--- src/rtl/wb_cmd_initiator_pkg.sv ---
// wb_cmd_initiator_pkg
// Shared types and constants for the Wishbone command initiator:
//   WB_ADR_W / WB_DAT_W : Wishbone address and data widths
//   state_t             : transfer FSM states (IDLE, REQ, GAP)
//   cmd_t               : one buffered command {we, adr, dat}, 65 bits
package wb_cmd_initiator_pkg;

  localparam int WB_ADR_W = 32;
  localparam int WB_DAT_W = 32;

  typedef enum logic [1:0] {
    IDLE = 2'd0,
    REQ  = 2'd1,
    GAP  = 2'd2
  } state_t;

  typedef struct packed {
    logic                we;
    logic [WB_ADR_W-1:0] adr;
    logic [WB_DAT_W-1:0] dat;
  } cmd_t;

  localparam int CMD_W = $bits(cmd_t);

endpackage

--- src/rtl/wb_cmd_initiator_if.sv ---
// wb_cmd_initiator_if
// Wishbone classic single-transfer bus bundle.
//   master modport : drives wb_CYC, wb_STB, wb_WE, wb_ADR, wb_DAT_MOSI, wb_SEL;
//                    receives wb_ACK, wb_DAT_MISO
//   slave modport  : the mirror image
interface wb_cmd_initiator_if;
  import wb_cmd_initiator_pkg::*;

  logic                wb_CYC;
  logic                wb_STB;
  logic                wb_WE;
  logic [WB_ADR_W-1:0] wb_ADR;
  logic [WB_DAT_W-1:0] wb_DAT_MOSI;
  logic                wb_SEL;
  logic                wb_ACK;
  logic [WB_DAT_W-1:0] wb_DAT_MISO;

  modport master (
    output wb_CYC, wb_STB, wb_WE, wb_ADR, wb_DAT_MOSI, wb_SEL,
    input  wb_ACK, wb_DAT_MISO
  );

  modport slave (
    input  wb_CYC, wb_STB, wb_WE, wb_ADR, wb_DAT_MOSI, wb_SEL,
    output wb_ACK, wb_DAT_MISO
  );

endinterface

--- src/rtl/wb_cmd_initiator_fifo.sv ---
// wb_cmd_fifo
// Synchronous FIFO holding pending commands.
//   clk, rst_n   : clock, asynchronous active-low reset
//   push / wdata : write request and data
//   pop / rdata  : read request; rdata always shows the head entry
//   full, empty  : status flags derived from the registered count
//   count        : number of stored entries (0..DEPTH)
module wb_cmd_fifo #(
  parameter int WIDTH = 65,
  parameter int DEPTH = 4
) (
  input  logic                     clk,
  input  logic                     rst_n,
  input  logic                     push,
  input  logic                     pop,
  input  logic [WIDTH-1:0]         wdata,
  output logic [WIDTH-1:0]         rdata,
  output logic                     full,
  output logic                     empty,
  output logic [$clog2(DEPTH):0]   count
);

  localparam int AW = $clog2(DEPTH);
  localparam logic [AW:0] FULL_CNT = (AW+1)'(DEPTH);

  logic [WIDTH-1:0] mem [DEPTH];
  logic [AW-1:0]    wptr;
  logic [AW-1:0]    rptr;
  logic             do_push;
  logic             do_pop;

  assign full  = (count == FULL_CNT);
  assign empty = (count == '0);
  assign rdata = mem[rptr];

  // A pop frees the slot at the head, so a full FIFO may still take a
  // push in the same cycle as a pop.
  assign do_pop  = pop && !empty;
  assign do_push = push && (!full || do_pop);

  always_ff @(posedge clk or negedge rst_n) begin
    if (!rst_n) begin
      wptr  <= '0;
      rptr  <= '0;
      count <= '0;
    end else begin
      if (do_push) wptr <= wptr + 1'b1;
      if (do_pop)  rptr <= rptr + 1'b1;
      if (do_push && !do_pop)      count <= count + 1'b1;
      else if (do_pop && !do_push) count <= count - 1'b1;
    end
  end

  always_ff @(posedge clk) begin
    if (do_push) mem[wptr] <= wdata;
  end

endmodule

--- src/rtl/wb_cmd_initiator.sv ---
// wb_cmd_initiator
// Wishbone classic single-transfer initiator fed from a command FIFO.
// Each command becomes one CYC/STB transfer, followed by a one-cycle GAP
// with STB low, and a one-cycle rsp_valid pulse carrying read data.
//   wb_clk_i, wb_rst_ni : clock, asynchronous active-low reset
//   cmd_*               : command stream (valid/ready, we, adr, dat)
//   rsp_*               : response pulse (valid, we, dat, err)
//   busy                : work pending or in flight
//   wb                  : Wishbone master port (wb_cmd_initiator_if.master)
// Optional feature macro WB_TIMEOUT_EN: aborts a transfer after
// TIMEOUT_CYC REQ cycles without ACK and reports rsp_err = 1.
module wb_cmd_initiator
  import wb_cmd_initiator_pkg::*;
#(
  parameter int FIFO_DEPTH  = 4,
  parameter int TIMEOUT_CYC = 255
) (
  input  logic                wb_clk_i,
  input  logic                wb_rst_ni,
  input  logic                cmd_valid,
  output logic                cmd_ready,
  input  logic                cmd_we,
  input  logic [WB_ADR_W-1:0] cmd_adr,
  input  logic [WB_DAT_W-1:0] cmd_dat,
  output logic                rsp_valid,
  output logic                rsp_we,
  output logic [WB_DAT_W-1:0] rsp_dat,
  output logic                rsp_err,
  output logic                busy,
  wb_cmd_initiator_if.master  wb
);

  localparam int CNT_W = $clog2(FIFO_DEPTH) + 1;

  if (FIFO_DEPTH < 2 || (FIFO_DEPTH & (FIFO_DEPTH - 1)) != 0 ||
      TIMEOUT_CYC < 1 || TIMEOUT_CYC > 255) begin : g_bad_cfg
    $error("wb_cmd_initiator: illegal FIFO_DEPTH or TIMEOUT_CYC");
  end

  logic [1:0]          rst_sync;
  logic                rst_n;
  state_t              state;
  state_t              state_nxt;
  cmd_t                cmd_in;
  cmd_t                head;
  logic                fifo_full;
  logic                fifo_empty;
  logic [CNT_W-1:0]    fifo_count;
  logic                pop;
  logic                done;
  logic                tmo;
  logic                we_q;
  logic [WB_ADR_W-1:0] adr_q;
  logic [WB_DAT_W-1:0] dat_q;

  // Reset asserts immediately but releases two clocks later, so the
  // whole block leaves reset on a clean edge.
  always_ff @(posedge wb_clk_i or negedge wb_rst_ni) begin
    if (!wb_rst_ni) rst_sync <= 2'b00;
    else            rst_sync <= {rst_sync[0], 1'b1};
  end
  assign rst_n = rst_sync[1];

  assign cmd_in    = '{we: cmd_we, adr: cmd_adr, dat: cmd_dat};
  assign cmd_ready = !fifo_full;
  assign busy      = (fifo_count != '0) || (state != IDLE) || rsp_valid;

  wb_cmd_fifo #(
    .WIDTH (CMD_W),
    .DEPTH (FIFO_DEPTH)
  ) u_fifo (
    .clk   (wb_clk_i),
    .rst_n (rst_n),
    .push  (cmd_valid && cmd_ready),
    .pop   (pop),
    .wdata (cmd_in),
    .rdata (head),
    .full  (fifo_full),
    .empty (fifo_empty),
    .count (fifo_count)
  );

`ifdef WB_TIMEOUT_EN
  logic [7:0] tmo_cnt;
  logic       tmo_hit;
  logic       rsp_err_q;

  // Counts REQ cycles without ACK; the cycle in which the count would
  // reach TIMEOUT_CYC is the last REQ cycle.
  assign tmo_hit = (tmo_cnt == 8'(TIMEOUT_CYC - 1));

  always_ff @(posedge wb_clk_i or negedge rst_n) begin
    if (!rst_n) begin
      tmo_cnt   <= '0;
      rsp_err_q <= 1'b0;
    end else begin
      if (pop)                             tmo_cnt <= '0;
      else if (state == REQ && !wb.wb_ACK) tmo_cnt <= tmo_cnt + 1'b1;
      if (done) rsp_err_q <= tmo;
    end
  end
  assign rsp_err = rsp_err_q;
`else
  assign rsp_err = 1'b0;
`endif

  always_ff @(posedge wb_clk_i or negedge rst_n) begin
    if (!rst_n) state <= IDLE;
    else        state <= state_nxt;
  end

  always_comb begin
    state_nxt = state;
    case (state)
      IDLE:    if (!fifo_empty) state_nxt = REQ;
      REQ:     if (done)        state_nxt = GAP;
      GAP:     state_nxt = IDLE;
      default: state_nxt = IDLE;
    endcase
  end

  // ACK is only meaningful in REQ; it takes priority over a timeout
  // landing in the same cycle.
  always_comb begin
    pop  = 1'b0;
    done = 1'b0;
    tmo  = 1'b0;
    case (state)
      IDLE: pop = !fifo_empty;
      REQ: begin
        if (wb.wb_ACK) begin
          done = 1'b1;
`ifdef WB_TIMEOUT_EN
        end else if (tmo_hit) begin
          done = 1'b1;
          tmo  = 1'b1;
`endif
        end
      end
      default: ;
    endcase
  end

  // Bus strobes decode straight from the state register so that an
  // asynchronous reset drops them in the same cycle.
  assign wb.wb_CYC      = (state == REQ);
  assign wb.wb_STB      = (state == REQ);
  assign wb.wb_WE       = we_q;
  assign wb.wb_ADR      = adr_q;
  assign wb.wb_DAT_MOSI = dat_q;
  assign wb.wb_SEL      = 1'b1;

  always_ff @(posedge wb_clk_i or negedge rst_n) begin
    if (!rst_n) begin
      we_q      <= 1'b0;
      adr_q     <= '0;
      dat_q     <= '0;
      rsp_valid <= 1'b0;
      rsp_we    <= 1'b0;
      rsp_dat   <= '0;
    end else begin
      if (pop) begin
        we_q  <= head.we;
        adr_q <= head.adr;
        dat_q <= head.dat;
      end
      rsp_valid <= done;
      if (done) begin
        rsp_we  <= we_q;
        rsp_dat <= (we_q || tmo) ? '0 : wb.wb_DAT_MISO;
      end
    end
  end

endmodule

--- src/flat_wrapper.sv ---
// flat-port wrapper written by rule: the top's interface ports become plain ports
module wb_cmd_initiator_flat import wb_cmd_initiator_pkg::*;
#(
  parameter int FIFO_DEPTH  = 4,
  parameter int TIMEOUT_CYC = 255
)
  (wb_clk_i, wb_rst_ni, cmd_valid, cmd_ready, cmd_we, cmd_adr, cmd_dat, rsp_valid, rsp_we, rsp_dat, rsp_err, busy, wb_wb_CYC, wb_wb_STB, wb_wb_WE, wb_wb_ADR, wb_wb_DAT_MOSI, wb_wb_SEL, wb_wb_ACK, wb_wb_DAT_MISO);
  wb_cmd_initiator_if wb_i ();
  input  logic wb_clk_i;
  input  logic wb_rst_ni;
  input  logic cmd_valid;
  output logic cmd_ready;
  input  logic cmd_we;
  input  logic [WB_ADR_W-1:0] cmd_adr;
  input  logic [WB_DAT_W-1:0] cmd_dat;
  output logic rsp_valid;
  output logic rsp_we;
  output logic [WB_DAT_W-1:0] rsp_dat;
  output logic rsp_err;
  output logic busy;
  output wire logic [$bits(wb_i.wb_CYC)-1:0] wb_wb_CYC;
  output wire logic [$bits(wb_i.wb_STB)-1:0] wb_wb_STB;
  output wire logic [$bits(wb_i.wb_WE)-1:0] wb_wb_WE;
  output wire logic [$bits(wb_i.wb_ADR)-1:0] wb_wb_ADR;
  output wire logic [$bits(wb_i.wb_DAT_MOSI)-1:0] wb_wb_DAT_MOSI;
  output wire logic [$bits(wb_i.wb_SEL)-1:0] wb_wb_SEL;
  input wire logic [$bits(wb_i.wb_ACK)-1:0] wb_wb_ACK;
  input wire logic [$bits(wb_i.wb_DAT_MISO)-1:0] wb_wb_DAT_MISO;
  assign wb_wb_CYC = wb_i.wb_CYC;
  assign wb_wb_STB = wb_i.wb_STB;
  assign wb_wb_WE = wb_i.wb_WE;
  assign wb_wb_ADR = wb_i.wb_ADR;
  assign wb_wb_DAT_MOSI = wb_i.wb_DAT_MOSI;
  assign wb_wb_SEL = wb_i.wb_SEL;
  assign wb_i.wb_ACK = wb_wb_ACK;
  assign wb_i.wb_DAT_MISO = wb_wb_DAT_MISO;
  wb_cmd_initiator #(.FIFO_DEPTH(FIFO_DEPTH), .TIMEOUT_CYC(TIMEOUT_CYC)) u_core (.wb_clk_i(wb_clk_i), .wb_rst_ni(wb_rst_ni), .cmd_valid(cmd_valid), .cmd_ready(cmd_ready), .cmd_we(cmd_we), .cmd_adr(cmd_adr), .cmd_dat(cmd_dat), .rsp_valid(rsp_valid), .rsp_we(rsp_we), .rsp_dat(rsp_dat), .rsp_err(rsp_err), .busy(busy), .wb(wb_i));
endmodule
--- config.mk ---
export PLATFORM = sky130hd
export DESIGN_NAME = wb_cmd_initiator_flat
export DESIGN_NICKNAME = d
export VERILOG_FILES = /design/src/rtl/wb_cmd_initiator_pkg.sv /design/src/rtl/wb_cmd_initiator_if.sv /design/src/rtl/wb_cmd_initiator_fifo.sv /design/src/rtl/wb_cmd_initiator.sv /design/src/flat_wrapper.sv
export SDC_FILE = /design/constraint.sdc
export NUM_CORES = 1
export LEC_CHECK = 0
export ABC_AREA = 1
export CAP_MARGIN = 40
export CORE_ASPECT_RATIO = 0.75
export CORE_MARGIN = 2
export CORE_UTILIZATION = 35
export DETAILED_ROUTE_END_ITERATION = 8
export RECOVER_POWER = 100
export SYNTH_ARGS = -nofsm -noshare
export SYNTH_HDL_FRONTEND = slang
export SYNTH_HIERARCHICAL = 1
export SYNTH_SLANG_ARGS = --single-unit
export TNS_END_PERCENT = 5
--- constraint.sdc ---
create_clock -name wb_clk_i -period 4.6 [get_ports wb_clk_i]
set_input_delay 0.46 -clock wb_clk_i [delete_from_list [all_inputs] [get_ports wb_clk_i]]
set_output_delay 0.46 -clock wb_clk_i [all_outputs]
set_load 0.1 [all_outputs]
; Word-level counts from Yosys, hierarchy flattened
; Memories as Yosys holds them, arrays and structs flattened. A register that Yosys moved wholly into a read port is not among the register bits.
; Cells that the tools add are included.
[totals]
reg_bits = 45
ram_bits = 260
in_bits = 101
output_inout_bits = 105
wordCells = 47
n_memories = 1
[classes]
addsub = 4
eq_ne = 4
n_mux = 11
n_reduce_logical = 19
[memory_table]
columns = memory, words, width, rd, rd_clocked_by_memory_dff, write_ports, line_no
row1 = u_core.u_fifo.mem, 4, 65, 1, 1, 1, wb_cmd_initiator_fifo.sv:26  ; logic [WIDTH-1:0] mem [DEPTH];
[ops]
columns = op, n
row1 = $mux W32, 1
row2 = $mux W3, 2
row3 = $logic_and A1 B1 Y1, 5
row4 = $logic_not A1 Y1, 5
row5 = $mux W1, 5
row6 = $add A2 B1 Y2 const B, 2
row7 = $mux W2, 2
row8 = $pmux W2 S2, 1
row9 = $reduce_bool A2 Y1, 2
row10 = $add A3 B1 Y3 const B, 1
row11 = $eq A3 B3 Y1 const B, 1
row12 = $logic_not A3 Y1, 1
row13 = $logic_or A1 B1 Y1, 3
row14 = $reduce_bool A3 Y1, 1
row15 = $sub A3 B1 Y3 const B, 1
row16 = $eq A2 B1 Y1 const B, 1
row17 = $logic_not A2 Y1, 1
row18 = $ne A2 B1 Y1 const B, 1
row19 = $ne A2 B2 Y1 const B, 1
row20 = $reduce_and A2 Y1, 1

; Longest topological paths before layout
; Gate-level depths: netlist of run 1.
[logic_depth]
ltp_word = 10
mapped_depth = 20
mapped_depth_nobuf = 18

; By module
; Netlist of run 1, hierarchy kept.
[modules_own_cells]
columns = module, n_inst, cells_per_inst, area_per_inst_um2, seq_area_each_um2
row1 = wb_cmd_fifo, 1, 756, 10485.1, 7982.7
row2 = wb_cmd_initiator, 1, 519, 4369.2, 2577.5

; Worst setup path before layout of run 1
; OpenSTA, ideal clock, no wires.
[synth_timing]
path_type = register to register
startpoint = register u_core.u_fifo.count[0]
endpoint = memory u_core.u_fifo.mem[0][0], enable pin
setup_time_ns = 0.489
t_arrival_ns = 4.188
required_ns = 4.111
slack_ns = -0.077
path_stages_with_launch = 13
path_buffers = 2
period_less_slack_ns = 4.677
cell_sequence = dfrtp_1 > nor2_1 > nand2_1 > inv_1 > inv_1 > nand2_1 > buf_4 > buf_6 > inv_1 > inv_1 > nand3_1 > nand2_1 > nor2_1
[synth_via]
elab_chain_cells = 8
elab_cells_between_ends = 11
cone_classes = 1 x eq/ne / 3 x mux / 7 x reduce/logical
[synth_lines]
columns = element, line_no
row1 = from (decl), wb_cmd_initiator_fifo.sv:20  ; output logic [$clog2(DEPTH):0] count
row2 = from (signal assigned), wb_cmd_initiator_fifo.sv:49  ; if (do_push && !do_pop) count <= count + 1'b1;
row3 = from (signal assigned), wb_cmd_initiator_fifo.sv:50  ; else if (do_pop && !do_push) count <= count - 1'b1;
row4 = $logic_not A3 Y1, wb_cmd_initiator_fifo.sv:33  ; assign empty = (count == '0);
row5 = named net u_core.fifo_empty, wb_cmd_initiator.sv:47  ; logic fifo_empty;
row6 = $logic_not A1 Y1, -
row7 = $mux W1, wb_cmd_initiator.sv:128  ; case (state)
row8 = named net u_core.pop, wb_cmd_initiator.sv:49  ; logic pop;
row9 = $logic_and A1 B1 Y1, wb_cmd_initiator_fifo.sv:38  ; assign do_pop = pop && !empty;
row10 = $logic_or A1 B1 Y1, wb_cmd_initiator_fifo.sv:39  ; assign do_push = push && (!full || do_pop);
row11 = $logic_and A1 B1 Y1, wb_cmd_initiator_fifo.sv:39
row12 = $mux W1, wb_cmd_initiator_fifo.sv:55  ; if (do_push) mem[wptr] <= wdata;
row13 = $mux W1 (not written as such), wb_cmd_initiator_fifo.sv:55
row14 = to (decl), wb_cmd_initiator_fifo.sv:26
; The timed path passes the listed nets, and every way through them passes these cells.

; Final worst setup path of run 1
[layout_timing]
startpoint = register u_core.state[0]
endpoint = memory u_core.u_fifo.mem[3][10], enable pin
[layout_via]
elab_chain_cells = 7
[layout_lines]
columns = element, line_no
row1 = from (decl), wb_cmd_initiator.sv:42  ; state_t state;
row2 = from (signal assigned), wb_cmd_initiator.sv:109  ; else state <= state_nxt;
row3 = $logic_not A2 Y1, wb_cmd_initiator.sv:128
row4 = $mux W1, wb_cmd_initiator.sv:128
row5 = named net u_core.pop, wb_cmd_initiator.sv:49
row6 = $logic_and A1 B1 Y1, wb_cmd_initiator_fifo.sv:38
row7 = $logic_or A1 B1 Y1, wb_cmd_initiator_fifo.sv:39
row8 = $logic_and A1 B1 Y1, wb_cmd_initiator_fifo.sv:39
row9 = $mux W1, wb_cmd_initiator_fifo.sv:55
row10 = $mux W1 (not written as such), wb_cmd_initiator_fifo.sv:55
; The timed path passes the listed nets, and every way through them passes these cells.

==> results.txt, run 1 <==
* Post-detailed-route wirelength per cell: 16.7 µm
* Relative slew margins: -16.2%
* Critical path fanouts, max: 36
- Post-CTS repair timing setup buffer count: 0
- Number of pins with negative max-slew slack in the final report: 234
- Data on the critical path is required at its endpoint by 4.74 ns.
- After legalization and detailed placement, the total HPWL measured 21.8 mm.
* Max stage delay on crit path: 1.13 ns
- After detailed routing, the total wire length is 36.1 mm.
- Netlist Area Pre-Place: 14,900 µm²
- Number of sinks driven by the clock tree: 370
* Cell breakdown of the critical path: nor2_1, buf_4, nand2_1, inv_1, inv_1, nand3_1, nand2_1, nor2_4, clkbuf_1
- Total die area: 44,100 µm²
- Number of design rule violations left after detail routing: 0
- For flop-to-flop paths, the worst setup slack is 1.12 ns.
* Register bit total from synthesis: 370
* Buffers on Ports: 203
- RR Startpoint: u_core/state[0]
- The final reports fail on capacitance limit, slew limit.
* Mean instance size in the synthesized netlist: 11.7 µm²
* Worst reg2reg path endpoint: u_core/u_fifo/mem[3][10]
* Sequential element share of the synthesized area: 71.1%
* Top library cells by usage in the layout, fill and taps aside: edfxtp_1, nor2_1, nand2_1
* Final GP Congestion: 0.825
- Cells with a size suffix above 1 make up 9.29% of the layout.
* Die extent in y: 182 µm
- Most common cell after layout, fill and taps aside: edfxtp_1
* Count of mapped cells out of synthesis: 1,275
- From left edge to right edge, the die measures 242 µm.
* Hold_buf cts: 0
- Once detail routing completed, the nets flagged for antenna violations numbered 0.
- CTS tree: done
- Critical path type: reg -> reg
- Slew at the pin with the worst max-slew slack: 1.74 ns
- Sum of buffers and inverters on the critical path: 4
- Worst R2R Path Depth: 9
* Highest clock frequency the design can meet: 288 MHz
* Ports placed on the boundary: 206
- For this run the aggregate overflow at the end of global routing stands at 0.
* Kind of start point of the critical path: register
* Status: finished with violations
* Clock network latency to the later pin of the worst-skew pair: 0.55 ns
- Period Utilization, post-route: 75.6%
* Final instance area: 19,200 µm²
- Core ar.: 42,000 µm²
* Final Hold Viols: 0
- Vias: 10,093
- After detailed placement, the total cell area comes to 19,000 µm².
- DR vias/cell: 4.66
* Critical path capture point type: register
* Maximum number of pins on one net before global-route repair: 75
* Number of violations reported at the end of detailed-routing iteration 0: 562
* Floorplan row count: 65
- Data on the critical path arrives at its endpoint at 3.62 ns.
- Yosys printed 6 warnings.
- For this configuration, the core starts out at a cell density of 35.4%.
- Post-layout nets: 1,670
- For the finished layout, the period the worst path requires is 3.48 ns.
* Layout Area Growth over Synthesis: 29.6%
- Max H-tree Level: 2
- Router iterations before antenna repair: 4
* Clock Skews: 0.0142 ns
- The tool flagged a number of max-cap violations equal to 5.
* Max Buffers Root-to-Sink: 3
- In this design, the largest share of critical-path delay is due to buffers and inverters.
- Global-route wire length before repair: 57.3 mm
- Setup violations remaining at the end of the flow were counted as 0.
* RSZ-0062 raised after global routing: false
- Across every metal layer, demand over resource in global routing totals 16.4%.
* Resize count post-CTS: 0
- Initial antenna violation count: 5
* Class of the tightest hold or removal check: in -> async
- Instance count after placement with tap cells included: 2,092
* Post-route non-filler standard cell count: 2,164
- Cell with the largest stage delay on the worst path: clkbuf_1
- Inserted Clock Buffers: 38
- Yosys mapped the design onto 26 distinct sky130hd cell types.
- Clk Tree Root Cell: clkbuf_16
- Clock-pin slew was measured on the worst setup and hold paths at 0.06 ns.
- The via count of the first global-routing pass was 10,039.
==> sequential cells by signal, indices dropped and copies added, names as in the netlist <==
register and count:
u_core/wb.wb_DAT_MOSI 32, u_core/rst_sync 2, u_core/wb.wb_WE 1, u_core/rsp_we 1, u_core/wb.wb_ADR 32, u_core/state 2
u_core/rsp_dat 32, u_core/u_fifo/rptr 2, u_core/u_fifo/wptr 2, u_core/rsp_valid 1, u_core/u_fifo/count 3, u_core/u_fifo/mem 260
==> synth_stat cells <==
library cell	count	share of area, %
nand3_2	1	0.067
xnor2_1	1	0.059
inv_4	1	0.042
edfxtp_1	260	53
nor2_1	231	5.8
nor2_4	1	0.076
nand2_1	219	5.5
buf_8	1	0.10
buf_4	13	0.66
buf_6	20	1.5
o21ai_2	44	2.6
conb_1	2	0.051
buf_2	38	1.3
nor3_1	1	0.034
inv_2	1	0.025
inv_1	53	1.3
fa_1	1	0.13
dfrtp_1	110	19
o21ai_0	5	0.17
nor2_2	5	0.21
nand3_1	105	3.5
o21ai_1	147	5.0
buf_1	1	0.025
clkbuf_1	8	0.20
ha_1	5	0.42
nand4_1	1	0.042
==> worst reg2reg max path: cells and delay by family, from the launching register on <==
family,cells,cell delay [ns]
buf+inv,4,1.77
flops,1,0.40
simple gates,5,0.88
==> stage by stage <==
step | setup slack, ns | setup TNS [ns] | hold slack, ns | util [%]
floorplan | -0.0771 | -20.04 | 0.164 | -
global placement | 1.78 | 0 | 0.336 | 41.1
detailed placement | 1.80 | 0 | 0.331 | 45.4
CTS | 1.56 | 0 | 0.0569 | 48.3
global route | 0.829 | 0 | 0.128 | 45.9
finish | 1.12 | 0 | 0.158 | 45.9
==> cells by family after synthesis <==
family	share of synthesized area (%)
other	0.0506
adder cells (fa/ha/maj)	0.556
AO/OA/AOI/OAI	7.72
XOR/XNOR	0.0590
AND/OR/NAND/NOR	15.3
buffers and inverters	5.19
flip-flops	71.1
==> final cells by class <==
| class | instances | area (µm²) |
|---|---|---|
| Timing Repair Buffer | 328 | 3010 |
| Inverter | 55 | 211 |
| Sequential cell | 370 | 10600 |
| Antenna cell | 2 | 5.00 |
| Fill cell | 3882 | 22700 |
| Clock buffer | 47 | 1010 |
| Clock inverter | 23 | 196 |
| Tap cell | 569 | 712 |
| Multi-Input combinational cell | 770 | 3530 |
==> worst max path at each step <==
stage                           startpoint                        to  slack [ns]  cells after the start
global route               u_core/state[0]  u_core/u_fifo/mem[3][57]        0.83                      9
CTS                        u_core/state[0]                 wb_wb_CYC        1.56                      4
global placement           u_core/state[0]                 wb_wb_CYC        1.78                      3
floorplan           u_core/u_fifo/count[0]   u_core/u_fifo/mem[0][0]       -0.08                     12
detailed placement         u_core/state[0]    u_core/u_fifo/count[2]        1.80                     15
finish                     u_core/state[0]  u_core/u_fifo/mem[3][10]        1.12                      9
==> routing by layer <==
metal  share of wire, %  global-route usage, %  up-vias
met5              0.036                      0        -
met4                2.1                   4.89        2
met3                5.1                   3.59       57
met2                 47                   26.8      261
met1                 46                   22.1     4865
li1                   -                      -     4908
Power of run 1 is left out: the tool's default activity adds up to more than one toggle a clock period on the data nets, which glitch-free logic cannot reach.
==> run 2, diff against run 1 <==
==> constraint.sdc (replaced) <==
create_clock -name wb_clk_i -period 2.95 [get_ports wb_clk_i]
set_input_delay 0.295 -clock wb_clk_i [delete_from_list [all_inputs] [get_ports wb_clk_i]]
set_output_delay 0.295 -clock wb_clk_i [all_outputs]
set_load 0.1 [all_outputs]
==> results.txt, run 2 (synthesized netlist as in run 1, its figures left out) <==
* Status: completed
* Post-detailed-route wirelength per cell: 16.7 µm (+0.24%)
- Most common cell after layout, fill and taps aside: edfxtp_1
* Total die area: 44,100 µm² (unchanged)
* Inserted Clock Buffers: 40 (+5.3%)
* Clock network latency to the later pin of the worst-skew pair: 0.56 ns (about the same)
* Floorplan row count: 65 (unchanged)
- The detailed-route via count came to 9,618 (-4.7%).
* Core ar.: 42,000 µm² (unchanged)
- Setup repair after global routing left no endpoint under its margin.
* Relative slew margins: 5.00% (+21 points)
- The worst clock skew was 0.0326 ns (+0.0184 ns).
* Worst R2R Path Depth: 12 (+3)
- The arrival time at the worst endpoint is 2.39 ns (-1.23 ns).
* Cell family contributing the most delay on the critical path: buffers and inverters
- RR Startpoint: u_core/u_fifo/count[0]
- Final GP Congestion: 0.813 (-1.6%)
- Max stage delay on crit path: 0.74 ns (-0.39 ns)
- The via count of the first global-routing pass came to 9,399 (-6.4%).
- STA classifies the critical path startpoint as a register.
* Sum of overflow across all layers after global routing: 0 (unchanged)
* Initial Util: 35.4% (unchanged)
- Number of max-capacitance violations reported: 0 (-5)
* Count of antenna-violating nets left after detailed routing: 0 (unchanged)
- The count of buffering cells on the critical path with inverters included is 2 (-2).
- On the critical path, the stage with the largest delay is an instance of clkbuf_4.
- Cell breakdown of the critical path: nor2_4, clkbuf_4, nand3_1, buf_4
* Reg clk slew, reported paths: 0.06 ns (about the same)
- Clk Tree Root Cell: clkbuf_16
* Global-route wire length before repair: 54.4 mm (-5.1%)
- Resize count post-CTS: 0 (unchanged)
- The maximum number of pins on one net before global-route repair came to 133 (+77%).
- Class of the tightest hold or removal check: reg -> async
- The slew at the pin with the worst max-slew slack is 1.42 ns (-0.318 ns).
- Critical path type: reg -> out
* Critical path fanouts, max: 66 (+83%)
* Required @ worst endpoint: 2.65 ns (-2.09 ns)
* Number of sinks driven by the clock tree: 370 (unchanged)
- The count of unresolved DRC violations after routing came to 0 (unchanged).
* Instance area after placement: 17,100 µm² (-10%)
* Layout Area Growth over Synthesis: 21.5%
* Ports placed on the boundary: 206 (unchanged)
- The layout net count was 1,573 (-5.8%).
- The half-perimeter wire length of the detailed placement result was 20.0 mm (-8.4%).
- The fraction of final layout cells with drive strength greater than 1 came to 9.75% (+0.46 points).
* Max H-tree Level: 2 (unchanged)
- Final setup fails: 0 (unchanged)
* Chip width: 242 µm (unchanged)
- Critical path capture point type: output pin
- Final Hold Viols: 0 (unchanged)
- The final instance area is 18,000 µm² (-6.3%).
- Buffers on Ports: 203 (unchanged)
* Shortest period the worst path allows: 2.68 ns
- The flip-flop count of the largest register, all copies and words added is 260 (unchanged).
- Worst reg2reg path endpoint: u_core/u_fifo/mem[2][46]
- The max-slew violation count is 0 (-100%).
- Initial antenna violation count: 4 (-1)
* Period Utilization, post-route: 91.0%
* DR vias/cell: 4.65 (-0.28%)
- The overall track demand over capacity in global routing came to 15.7% (-0.77 points).
- The initial DRC count was 507 (-9.8%).
- Router iterations before antenna repair: 5 (+1)
* Largest register by flop count: u_core/u_fifo/mem
- Total Wirelength: 34.6 mm (-4.2%)
* Max Buffers Root-to-Sink: 3 (unchanged)
- In the layout the commonest cells are edfxtp_1, nor2_1, nand2_1.
- Die extent in y: 182 µm (unchanged)
- Based on the critical path, the design can be clocked at up to 372 MHz.
- The internal reg-to-reg setup slack is 0.31 ns (-0.81 ns).
- CTS tree: done
==> run 2: changes by cell type in the layout (fill, tap and decap cells not counted), moves of 5 or more <==
cell,change
clkinv_1,-5
buf_12,+5
buf_16,-18
clkdlybuf4s50_1,-84
o21ai_1,+34
dlygate4sd3_1,-18
o21ai_0,-36
clkbuf_1,+20
clkbuf_2,-6
==> run 2: worst max path at each step <==
stage | start | slack [ns] | to | cells after the start
after floorplan | u_core/u_fifo/count[0] | -0.68 | u_core/u_fifo/mem[0][0] | 12
after global placement | cmd_valid | 0.70 | u_core/u_fifo/mem[1][39] | 7
after CTS | u_core/state[0] | 0.26 | busy | 4
after detailed placement | u_core/u_fifo/count[0] | 0.60 | u_core/u_fifo/count[1] | 15
after global routing | u_core/state[0] | 0.09 | busy | 4
final | u_core/state[0] | 0.27 | busy | 4
==> run 2: area by class of cell <==
type                            instances  area, µm²
Antenna cell                            1       2.50
Clock inverter                         22        246
Inverter                               55        213
Sequential cell                       370      10600
Tap cell                              569        712
Timing Repair Buffer                  229       1650
Clock buffer                           52       1090
Fill cell                            4041      23900
Multi-Input combinational cell        770       3560
==> run 2: metrics by stage <==
| stage | hold slack, ns | utilization (%) | TNS [ns] | setup WS (ns) | instances |
|---|---|---|---|---|---|
| finish | 0.230 | 43.0 | 0 | 0.265 | 2068 |
| detailed placement | 0.182 | 40.9 | 0 | 0.598 | 1992 |
| global placement | 0.337 | 40.8 | 0 | 0.702 | 1991 |
| global route | 0.266 | 43.0 | 0 | 0.0900 | 2067 |
| floorplan | -0.000591 | - | -214.58 | -0.684 | 1276 |
| CTS | 0.191 | 44.1 | 0 | 0.257 | 2067 |
==> run 2: what timing repair did <==
item                      CTS  global route
hold endpoints to repair    2             0
buffers inserted            0             0
hold buffers                1             0
==> run 2: layer usage <==
| layer | track usage (%) | vias up | wire [µm] |
|---|---|---|---|
| met5 | 0 | - | 41 |
| met4 | 3.98 | 6 | 620 |
| met3 | 3.54 | 57 | 1940 |
| met2 | 24.7 | 239 | 15800 |
| met1 | 22.0 | 4597 | 16200 |
| li1 | - | 4719 | - |
Power of run 2 is left out for the same reason.
